==> src/rtl/execute_stage_if.sv <==
// Handshake and data bundle between decode, the execute stage and memory.
// The slave modport is the execute stage itself; master is whoever drives it.
interface execute_stage_if #(
  parameter int XLEN = 64
);
  logic            in_valid;
  logic            in_ready;
  logic [XLEN-1:0] pc;
  logic [XLEN-1:0] imm;
  logic [XLEN-1:0] rs1_data;
  logic [XLEN-1:0] rs2_data;
  logic [XLEN-1:0] wb_data;
  logic [XLEN-1:0] mem_fwd_data;
  logic [1:0]      forward_a;
  logic [1:0]      forward_b;
  logic            alu_src;
  logic [1:0]      aluop;
  logic [3:0]      funct4;
  logic            out_valid;
  logic            out_ready;
  logic [XLEN-1:0] alu_result;
  logic [XLEN-1:0] branch_target;
  logic            zero;
  logic            busy;

  modport slave (
    input  in_valid, pc, imm, rs1_data, rs2_data, wb_data, mem_fwd_data,
           forward_a, forward_b, alu_src, aluop, funct4, out_ready,
    output in_ready, out_valid, alu_result, branch_target, zero, busy
  );

  modport master (
    output in_valid, pc, imm, rs1_data, rs2_data, wb_data, mem_fwd_data,
           forward_a, forward_b, alu_src, aluop, funct4, out_ready,
    input  in_ready, out_valid, alu_result, branch_target, zero, busy
  );
endinterface

==> src/rtl/execute_stage.sv <==
// Execute stage: operand forwarding, single-cycle ALU, branch target adder,
// registered valid/ready output. Define EXECUTE_MUL_EN to add an iterative
// radix-2 shift-add multiplier (aluop 11) controlled by an IDLE/MUL/DONE FSM;
// without it aluop 11 is an add and busy is tied low.
module execute_stage #(
  parameter int XLEN    = 64,
  parameter int SHAMT_W = $clog2(XLEN)
) (
  input  logic          clk,
  input  logic          rst_n,
  execute_stage_if.slave bus
);

  logic [XLEN-1:0]    op_a_s;
  logic [XLEN-1:0]    op_b_s;
  logic [XLEN-1:0]    rs2_fwd_s;
  logic [XLEN-1:0]    alu_s;
  logic [XLEN-1:0]    bt_s;
  logic [SHAMT_W-1:0] shamt_s;
  logic               accept_s;
  logic               out_xfer_s;
  logic               is_mul_s;
  logic               busy_s;

  logic               out_valid_r;
  logic [XLEN-1:0]    alu_result_r;
  logic [XLEN-1:0]    branch_target_r;
  logic               zero_r;

  assign accept_s   = bus.in_valid && bus.in_ready;
  assign out_xfer_s = out_valid_r && bus.out_ready;
  assign shamt_s    = op_b_s[SHAMT_W-1:0];
  assign bt_s       = bus.pc + (bus.imm << 1);

  // Operand selection: forwarding muxes for A and B, then immediate select for B.
  always_comb begin
    op_a_s    = bus.rs1_data;
    rs2_fwd_s = bus.rs2_data;
    case (bus.forward_a)
      2'b01:   op_a_s = bus.wb_data;
      2'b10:   op_a_s = bus.mem_fwd_data;
      default: op_a_s = bus.rs1_data;
    endcase
    case (bus.forward_b)
      2'b01:   rs2_fwd_s = bus.wb_data;
      2'b10:   rs2_fwd_s = bus.mem_fwd_data;
      default: rs2_fwd_s = bus.rs2_data;
    endcase
    if (bus.alu_src) begin
      op_b_s = bus.imm;
    end else begin
      op_b_s = rs2_fwd_s;
    end
  end

  // Single-cycle ALU; unknown funct4 codes and the multiply class fall back to add.
  always_comb begin
    alu_s = op_a_s + op_b_s;
    case (bus.aluop)
      2'b00: alu_s = op_a_s + op_b_s;
      2'b01: alu_s = op_a_s - op_b_s;
      2'b10: begin
        case (bus.funct4)
          4'b0000: alu_s = op_a_s + op_b_s;
          4'b1000: alu_s = op_a_s - op_b_s;
          4'b0111: alu_s = op_a_s & op_b_s;
          4'b0110: alu_s = op_a_s | op_b_s;
          4'b0100: alu_s = op_a_s ^ op_b_s;
          4'b0001: alu_s = op_a_s << shamt_s;
          4'b0101: alu_s = op_a_s >> shamt_s;
          4'b1101: alu_s = $unsigned($signed(op_a_s) >>> shamt_s);
          4'b0010: alu_s = {{(XLEN-1){1'b0}}, ($signed(op_a_s) < $signed(op_b_s))};
          default: alu_s = op_a_s + op_b_s;
        endcase
      end
      default: alu_s = op_a_s + op_b_s;
    endcase
  end

  // Reset holds the stage closed so nothing is accepted while rst_n is low.
  assign bus.in_ready      = rst_n && !busy_s && (!out_valid_r || bus.out_ready);
  assign bus.out_valid     = out_valid_r;
  assign bus.alu_result    = alu_result_r;
  assign bus.branch_target = branch_target_r;
  assign bus.zero          = zero_r;

`ifdef EXECUTE_MUL_EN
  typedef enum logic [1:0] {IDLE = 2'b00, MUL = 2'b01, DONE = 2'b10} state_t;

  state_t             state_r;
  logic               busy_r;
  logic [XLEN-1:0]    mcand_r;
  logic [XLEN-1:0]    mplier_r;
  logic [XLEN-1:0]    acc_r;
  logic [SHAMT_W-1:0] cnt_r;
  logic [XLEN-1:0]    mul_bt_r;

  assign is_mul_s = (bus.aluop == 2'b11);
  assign busy_s   = busy_r;
  assign bus.busy = busy_r;

  // Multiply FSM plus the output register: one shift-add step per MUL cycle,
  // DONE publishes the low product bits once the output slot is free.
  always_ff @(posedge clk) begin
    if (!rst_n) begin
      state_r         <= IDLE;
      busy_r          <= 1'b0;
      mcand_r         <= {XLEN{1'b0}};
      mplier_r        <= {XLEN{1'b0}};
      acc_r           <= {XLEN{1'b0}};
      cnt_r           <= {SHAMT_W{1'b0}};
      mul_bt_r        <= {XLEN{1'b0}};
      out_valid_r     <= 1'b0;
      alu_result_r    <= {XLEN{1'b0}};
      branch_target_r <= {XLEN{1'b0}};
      zero_r          <= 1'b0;
    end else begin
      case (state_r)
        IDLE: begin
          if (accept_s && is_mul_s) begin
            mcand_r  <= op_a_s;
            mplier_r <= op_b_s;
            acc_r    <= {XLEN{1'b0}};
            cnt_r    <= {SHAMT_W{1'b0}};
            mul_bt_r <= bt_s;
            busy_r   <= 1'b1;
            state_r  <= MUL;
          end
        end
        MUL: begin
          acc_r    <= acc_r + (mplier_r[0] ? mcand_r : {XLEN{1'b0}});
          mcand_r  <= mcand_r << 1;
          mplier_r <= mplier_r >> 1;
          cnt_r    <= cnt_r + {{(SHAMT_W-1){1'b0}}, 1'b1};
          if (cnt_r == SHAMT_W'(XLEN - 1)) begin
            state_r <= DONE;
          end
        end
        DONE: begin
          if (!out_valid_r || bus.out_ready) begin
            busy_r  <= 1'b0;
            state_r <= IDLE;
          end
        end
        default: begin
          busy_r  <= 1'b0;
          state_r <= IDLE;
        end
      endcase

      if ((state_r == DONE) && (!out_valid_r || bus.out_ready)) begin
        out_valid_r     <= 1'b1;
        alu_result_r    <= acc_r;
        branch_target_r <= mul_bt_r;
        zero_r          <= (acc_r == {XLEN{1'b0}});
      end else if (accept_s && !is_mul_s) begin
        out_valid_r     <= 1'b1;
        alu_result_r    <= alu_s;
        branch_target_r <= bt_s;
        zero_r          <= (alu_s == {XLEN{1'b0}});
      end else if (out_xfer_s) begin
        out_valid_r <= 1'b0;
      end
    end
  end
`else
  assign is_mul_s = 1'b0;
  assign busy_s   = 1'b0;
  assign bus.busy = 1'b0;

  // Output register: load on accept, drop valid on transfer, otherwise hold.
  always_ff @(posedge clk) begin
    if (!rst_n) begin
      out_valid_r     <= 1'b0;
      alu_result_r    <= {XLEN{1'b0}};
      branch_target_r <= {XLEN{1'b0}};
      zero_r          <= 1'b0;
    end else if (accept_s && !is_mul_s) begin
      out_valid_r     <= 1'b1;
      alu_result_r    <= alu_s;
      branch_target_r <= bt_s;
      zero_r          <= (alu_s == {XLEN{1'b0}});
    end else if (out_xfer_s) begin
      out_valid_r <= 1'b0;
    end
  end
`endif

endmodule

==> src/flat_wrapper.sv <==
// flat-port wrapper written by rule: the top's interface ports become plain ports
module execute_stage_flat 
#(
  parameter int XLEN    = 64,
  parameter int SHAMT_W = $clog2(XLEN)
)
  (clk, rst_n, bus_in_valid, bus_pc, bus_imm, bus_rs1_data, bus_rs2_data, bus_wb_data, bus_mem_fwd_data, bus_forward_a, bus_forward_b, bus_alu_src, bus_aluop, bus_funct4, bus_out_ready, bus_in_ready, bus_out_valid, bus_alu_result, bus_branch_target, bus_zero, bus_busy);
  execute_stage_if #(.XLEN(XLEN)) bus_i ();
  input  logic clk;
  input  logic rst_n;
  input wire logic [$bits(bus_i.in_valid)-1:0] bus_in_valid;
  input wire logic [$bits(bus_i.pc)-1:0] bus_pc;
  input wire logic [$bits(bus_i.imm)-1:0] bus_imm;
  input wire logic [$bits(bus_i.rs1_data)-1:0] bus_rs1_data;
  input wire logic [$bits(bus_i.rs2_data)-1:0] bus_rs2_data;
  input wire logic [$bits(bus_i.wb_data)-1:0] bus_wb_data;
  input wire logic [$bits(bus_i.mem_fwd_data)-1:0] bus_mem_fwd_data;
  input wire logic [$bits(bus_i.forward_a)-1:0] bus_forward_a;
  input wire logic [$bits(bus_i.forward_b)-1:0] bus_forward_b;
  input wire logic [$bits(bus_i.alu_src)-1:0] bus_alu_src;
  input wire logic [$bits(bus_i.aluop)-1:0] bus_aluop;
  input wire logic [$bits(bus_i.funct4)-1:0] bus_funct4;
  input wire logic [$bits(bus_i.out_ready)-1:0] bus_out_ready;
  output wire logic [$bits(bus_i.in_ready)-1:0] bus_in_ready;
  output wire logic [$bits(bus_i.out_valid)-1:0] bus_out_valid;
  output wire logic [$bits(bus_i.alu_result)-1:0] bus_alu_result;
  output wire logic [$bits(bus_i.branch_target)-1:0] bus_branch_target;
  output wire logic [$bits(bus_i.zero)-1:0] bus_zero;
  output wire logic [$bits(bus_i.busy)-1:0] bus_busy;
  assign bus_i.in_valid = bus_in_valid;
  assign bus_i.pc = bus_pc;
  assign bus_i.imm = bus_imm;
  assign bus_i.rs1_data = bus_rs1_data;
  assign bus_i.rs2_data = bus_rs2_data;
  assign bus_i.wb_data = bus_wb_data;
  assign bus_i.mem_fwd_data = bus_mem_fwd_data;
  assign bus_i.forward_a = bus_forward_a;
  assign bus_i.forward_b = bus_forward_b;
  assign bus_i.alu_src = bus_alu_src;
  assign bus_i.aluop = bus_aluop;
  assign bus_i.funct4 = bus_funct4;
  assign bus_i.out_ready = bus_out_ready;
  assign bus_in_ready = bus_i.in_ready;
  assign bus_out_valid = bus_i.out_valid;
  assign bus_alu_result = bus_i.alu_result;
  assign bus_branch_target = bus_i.branch_target;
  assign bus_zero = bus_i.zero;
  assign bus_busy = bus_i.busy;
  execute_stage #(.XLEN(XLEN), .SHAMT_W(SHAMT_W)) u_core (.clk(clk), .rst_n(rst_n), .bus(bus_i));
endmodule
==> config.mk <==
export PLATFORM = sky130hd
export DESIGN_NAME = execute_stage_flat
export DESIGN_NICKNAME = d
export VERILOG_FILES = /design/src/rtl/execute_stage_if.sv /design/src/rtl/execute_stage.sv /design/src/flat_wrapper.sv
export SDC_FILE = /design/constraint.sdc
export NUM_CORES = 2
export LEC_CHECK = 0
export BUFFER_PORTS_ARGS = -buffer_cell sky130_fd_sc_hd__buf_4
export CORE_MARGIN = 1.5
export CORE_UTILIZATION = 45
export CTS_CLUSTER_SIZE = 10
export DETAILED_ROUTE_END_ITERATION = 6
export GPL_TIMING_DRIVEN = 0
export MAX_ROUTING_LAYER = met4
export PLACE_DENSITY = 0.66
export SYNTH_ARGS = -nofsm -noshare
export SYNTH_HDL_FRONTEND = slang
export SYNTH_SLANG_ARGS = --single-unit
export TNS_END_PERCENT = 100
==> constraint.sdc <==
create_clock -name clk -period 9.7 [get_ports clk]
set_input_delay 2.425 -clock clk [delete_from_list [all_inputs] [get_ports clk]]
set_output_delay 2.425 -clock clk [all_outputs]
set_load 0.02 [all_outputs]
==> metrics.md, run 1 <==
| Metric | Value |
|---|---|
| Simple-gate share of the synthesized area | `0.200` |
| Post-synth top area share | `0.105` |
| CTS Buf Count | `17` |
| Final global-route overflow total | `8` |
| Status | `stopped before the end` |
| Netlist cell types | `102` |
| Worst_ep kind | `sequential cell input` |
| Number of synthesized register bits | `130` |
| H-tree depth reported by CTS | `4` |
| Die Ht | `266 um` |
| Root Buffer | `clkbuf_16` |
| Post-synth top area cell | `ha_1` |
| Hpwl dp | `203 mm` |
| Top-count cell post-synth | `o21ai_0` |
| Synth area leaders | `ha_1 11%, dfxtp_1 8.4%, o21ai_0 7.3%, a21oi_1 6.5%, mux2i_1 6.3%` |
| Synth Area in XOR/XNOR | `0.0403` |
| Synth Cell Area | `0.0310 mm^2` |
| Post-synth top cells | `450 x o21ai_0, 414 x nor2_1, 402 x a21oi_1, 396 x nand2_1, 294 x clkbuf_1` |
| Largest net degree at the start of global routing | `29` |
| Initial antenna violation count | `45` |
| Aggregate global-route resource usage | `0.749` |
| Die width | `266 um` |
| Post-synthesis sequential area ratio | `0.0838` |
| Mapped Avg Cell Area | `6.60 um^2` |
| CTS sink count | `130` |
| Main combinational cell family by area after synthesis | `compound AO/OA/AOI/OAI gates` |
| Post-synthesis mux area share | `0.0694` |
| # rows | `96` |
| Main flop type after synthesis | `dfxtp_1` |
| Routability Congestion | `1.40` |
| Worst Endpoint after GRT Repair | `u_core.bus.zero$_SDFFE_PN0P_/D` |
| Number of port buffers | `529` |
| Failed at | `global routing (5_1_grt)` |
| IO Pins | `531` |
| Synth Area in Compound Gates | `0.421` |
| Error message | `[ERROR GRT-0232] Routing congestion too high. Check the congestion heatmap in the GUI.` |
| Clk buf depth | `2` |
| Ys Warns | `0` |
| Initial Utilization | `0.453` |
| Post-Synth Adder-Cell Area | `0.107` |
| Post-Syn Nets | `5367` |
| Post-synth EDFFs | `0` |
| FFs w/ async S/R, synth | `0` |
| Gate count of the mapped netlist | `4704` |
[per-layer routing]
| layer | track usage | GRT overflow |
|---|---|---|
| met1 | 0.743 | 0 |
| met2 | 0.911 | 6 |
| met3 | 0.551 | 0 |
| met4 | 0.746 | 2 |
| met5 | - | - |
[through the flow]
| stage | setup WS, ps | area, um^2 | setup TNS (ps) | cells |
|---|---|---|---|---|
| 2_1_floorplan | 629 | 31000 | 0 | 4704 |
| 4_1_cts | 9.87 | 37000 | 0 | 6139 |
| 3_3_place_gp | -4560 | 36100 | -114240 | 6115 |
| 3_5_place_dp | -3650 | 36100 | -104920 | 6117 |
[logic make-up after synthesis]
family / after synthesis
AOI/OAI and AO/OA: 1983
xor gates and xnor gates: 143
and+or+nand+nor: 1361
DFF: 130
adders and majority gates: 264
buffers and inverters: 610
other: 1
muxes: 212
[what timing repair did]
| item | CTS |
|---|---|
| gates resized for setup | 111 |
| buffers inserted | 5 |
| endpoints found under the setup margin | 56 |
| hold buffers | 0 |
| cloned | 0 |
| pin swaps | 6 |
==> run 2: changes to the inputs <==
- CORE_UTILIZATION: 45 -> 30
- CTS_CLUSTER_SIZE: 10 -> unset
- MAX_ROUTING_LAYER: met4 -> unset
- PLACE_DENSITY: 0.66 -> unset
- PLACE_DENSITY_LB_ADDON: unset -> 0.15
==> metrics.md, run 2 <==
| Metric | Value |
|---|---|
| Status | `finished, violations left` |
| Violated checks | `max-capacitance violations, max-slew violations, negative setup slack` |
| Die width | `325 um` |
| Fin crit period | `10350 ps` |
| Fmax | `96.7 MHz` |
| Finish-stage setup viols | `1` |
| Clk buf depth | `2` |
| Number of port buffers | `529` |
| First-pass GRT wire length | `375 mm` |
| Post-Layout Cell Count | `6672` |
| Aggregate global-route resource usage | `0.512` |
| Final hold violations | `0` |
| Root Buffer | `clkbuf_16` |
| DRT Pass-1 Iters | `7` |
| Hpwl dp | `233 mm` |
| Vias in the first global route | `43600` |
| Critical Path, Cell by Cell | `buf_4 -> inv_1 -> ha_2 -> buf_2 -> clkbuf_1 -> o21ai_0 -> mux2i_2 -> mux2_2 -> mux2i_1 -> o21ai_0 -> a221oi_1 -> o21ai_0 -> a41oi_1 -> o22ai_2 -> nand4_1 -> or4b_1 -> nor4_4 -> and4b_1 -> nand4b_1 -> o41ai_1` |
| Clock Pin Slew Worst Setup and Hold Paths | `70 ps` |
| Critical path depth | `20` |
| Synth area leaders | `ha_1 11%, dfxtp_1 8.4%, o21ai_0 7.3%, a21oi_1 6.5%, mux2i_1 6.3%` |
| Critical path's slowest cell | `mux2i_2` |
| Placed Instance Area | `0.0368 mm^2` |
| Initial antenna violation count | `31` |
| Worst vdd ir | `0.158 mV` |
| Routability Congestion | `1.24` |
| Post-synth top area cell | `ha_1` |
| Post-synthesis sequential area ratio | `0.0838` |
| Period utilization | `1.07` |
| Depth of the most critical reg-to-reg path | `8` |
| Post-synth top area share | `0.105` |
| Gate count of the mapped netlist | `4704` |
| Clk_lat worst skew | `500 ps` |
| Crit path capture type | `flop` |
| Worst endpoint required time | `10090 ps` |
| Largest net degree at the start of global routing | `29` |
| Leak Pwr | `0.0160 uW` |
| # hold bufs at CTS | `0` |
| Main flop type after synthesis | `dfxtp_1` |
| Hold Path Stages | `2` |
| Slowest stage delay, CP | `970 ps` |
| Total Power | `6670 uW` |
| Die ar. | `0.105 mm^2` |
| Max_cap viols | `11` |
| Netlist cell types | `102` |
| # rows | `117` |
| Share of cells above drive strength 1 | `0.164` |
| CP delay by family, top | `compound AO/OA/AOI/OAI gates` |
| Synthesis-to-finish area growth | `24.8%` |
| DRT iter0 DRCs | `7554` |
| IO Pins | `531` |
| Post-synth EDFFs | `0` |
| Number of synthesized register bits | `130` |
| Power Density | `172 mW/mm^2` |
| DRC | `0` |
| Routed vias/inst | `6.96` |
| NumNets Final | `5935` |
| Final instance area | `0.0387 mm^2` |
| Clock skew | `14.7 ps` |
| Post-DR wirelength/cell | `42.3 um` |
| CP Data Arrival Time | `10730 ps` |
| Worst Setup Path Type | `in2reg` |
| Final global-route overflow total | `0` |
| Dpl cells | `6609` |
| Mapped Avg Cell Area | `6.60 um^2` |
| Die Ht | `325 um` |
| Synth Cell Area | `0.0310 mm^2` |
| Crit Path Max Fanout | `10` |
| Final ANT Viol Nets | `0` |
| Commonest non-fill, non-tap cell in the layout | `buf_4` |
| Hold_ws | `463 ps` |
| Total core area | `0.102 mm^2` |
| Post-synth top cells | `450 x o21ai_0, 414 x nor2_1, 402 x a21oi_1, 396 x nand2_1, 294 x clkbuf_1` |
| CTS sink count | `130` |
| Post-Syn Nets | `5367` |
| Worst min path class | `reg2reg` |
| Crit path buf inv count | `4` |
| TritonCTS clock tree | `built` |
| Initial Utilization | `0.304` |
| Ys Warns | `0` |
| FFs w/ async S/R, synth | `0` |
| CTS Buf Count | `17` |
| H-tree depth reported by CTS | `4` |
| Max-slew violation count | `86` |
| Vias | `46500` |
| Post-route setup slack | `-646 ps` |
| Relative slew slack | `-0.171` |
| Startpoint types | `input pin` |
| Crit path top cell by count | `o21ai_0` |
| WL final | `282 mm` |
| Top-count cell post-synth | `o21ai_0` |
| Most frequent cells in the layout | `569 x buf_4, 429 x o21ai_0, 410 x nor2_1` |
| Tightest Pin Transition | `1760 ps` |
-- run 2: cell type report --
| class | count | area (um^2) |
|---|---|---|
| Tap cell | 1368 | 1710 |
| Sequential cell | 130 | 2600 |
| Inverter | 228 | 870 |
| Fill cell | 11400 | 63400 |
| Antenna cell | 19 | 47.5 |
| Multi-Input combinational cell | 3964 | 26800 |
| Buffer | 362 | 1800 |
| Clock buffer | 17 | 425 |
| Timing Repair Buffer | 569 | 4300 |
| Clock inverter | 15 | 194 |
-- run 2: path summary, 6_finish.rpt --
check | to | slack, ps | startpoint
max | u_core.bus.zero | -650 | bus_forward_a[0]
min | u_core.bus.alu_result[11] | 460 | u_core.bus.alu_result[11]
max reg2reg | u_core.bus.alu_result[2] | 5240 | u_core.bus.out_valid
min reg2reg | u_core.bus.alu_result[11] | 460 | u_core.bus.alu_result[11]
-- run 2: worst min-delay path: stages, from the launching register on --
cell and delay (ps):
dfxtp_1 310, nand3_1 60, nand2_1 50
-- run 2: where the power goes --
| part | internal, uW | switching [uW] | leakage [uW] |
|---|---|---|---|
| clock | 412 | 341 | 0.000300 |
| combinational | 1500 | 3760 | 0.0146 |
| sequential | 612 | 52.9 | 0.00107 |
-- run 2: timing repair --
action | CTS | global route
pin swaps | 14 | 19
setup buffers | 12 | 15
gates resized for setup | 222 | 102
setup endpoints to repair | 63 | 10
-- run 2: cells by family after synthesis --
group | synth area share
flip-flops | 0.0838
buffers and inverters | 0.0777
AO/OA/AOI/OAI | 0.421
multiplexers | 0.0694
XOR/XNOR | 0.0403
adder cells (fa/ha/maj) | 0.107
AND/OR/NAND/NOR | 0.200
other | 0.000121
-- run 2: stage by stage --
stage	utilization	TNS (ps)	setup slack [ps]
floorplan	-	0	629
global placement	0.359	-159940	-5640
detailed placement	0.360	-143210	-4700
CTS	0.374	0	16.9
global route	0.379	-27.1	-27.1
finish	0.379	-646	-646
-- run 2: layer usage --
layer,vias to the layer above,track usage,part of all wire
met5,-,0.0177,0.00062
met4,24,0.461,0.11
met3,1220,0.224,0.13
met2,3987,0.746,0.41
met1,22300,0.558,0.35
li1,18900,-,-
No activity file was read; power rests on OpenSTA's default activity.
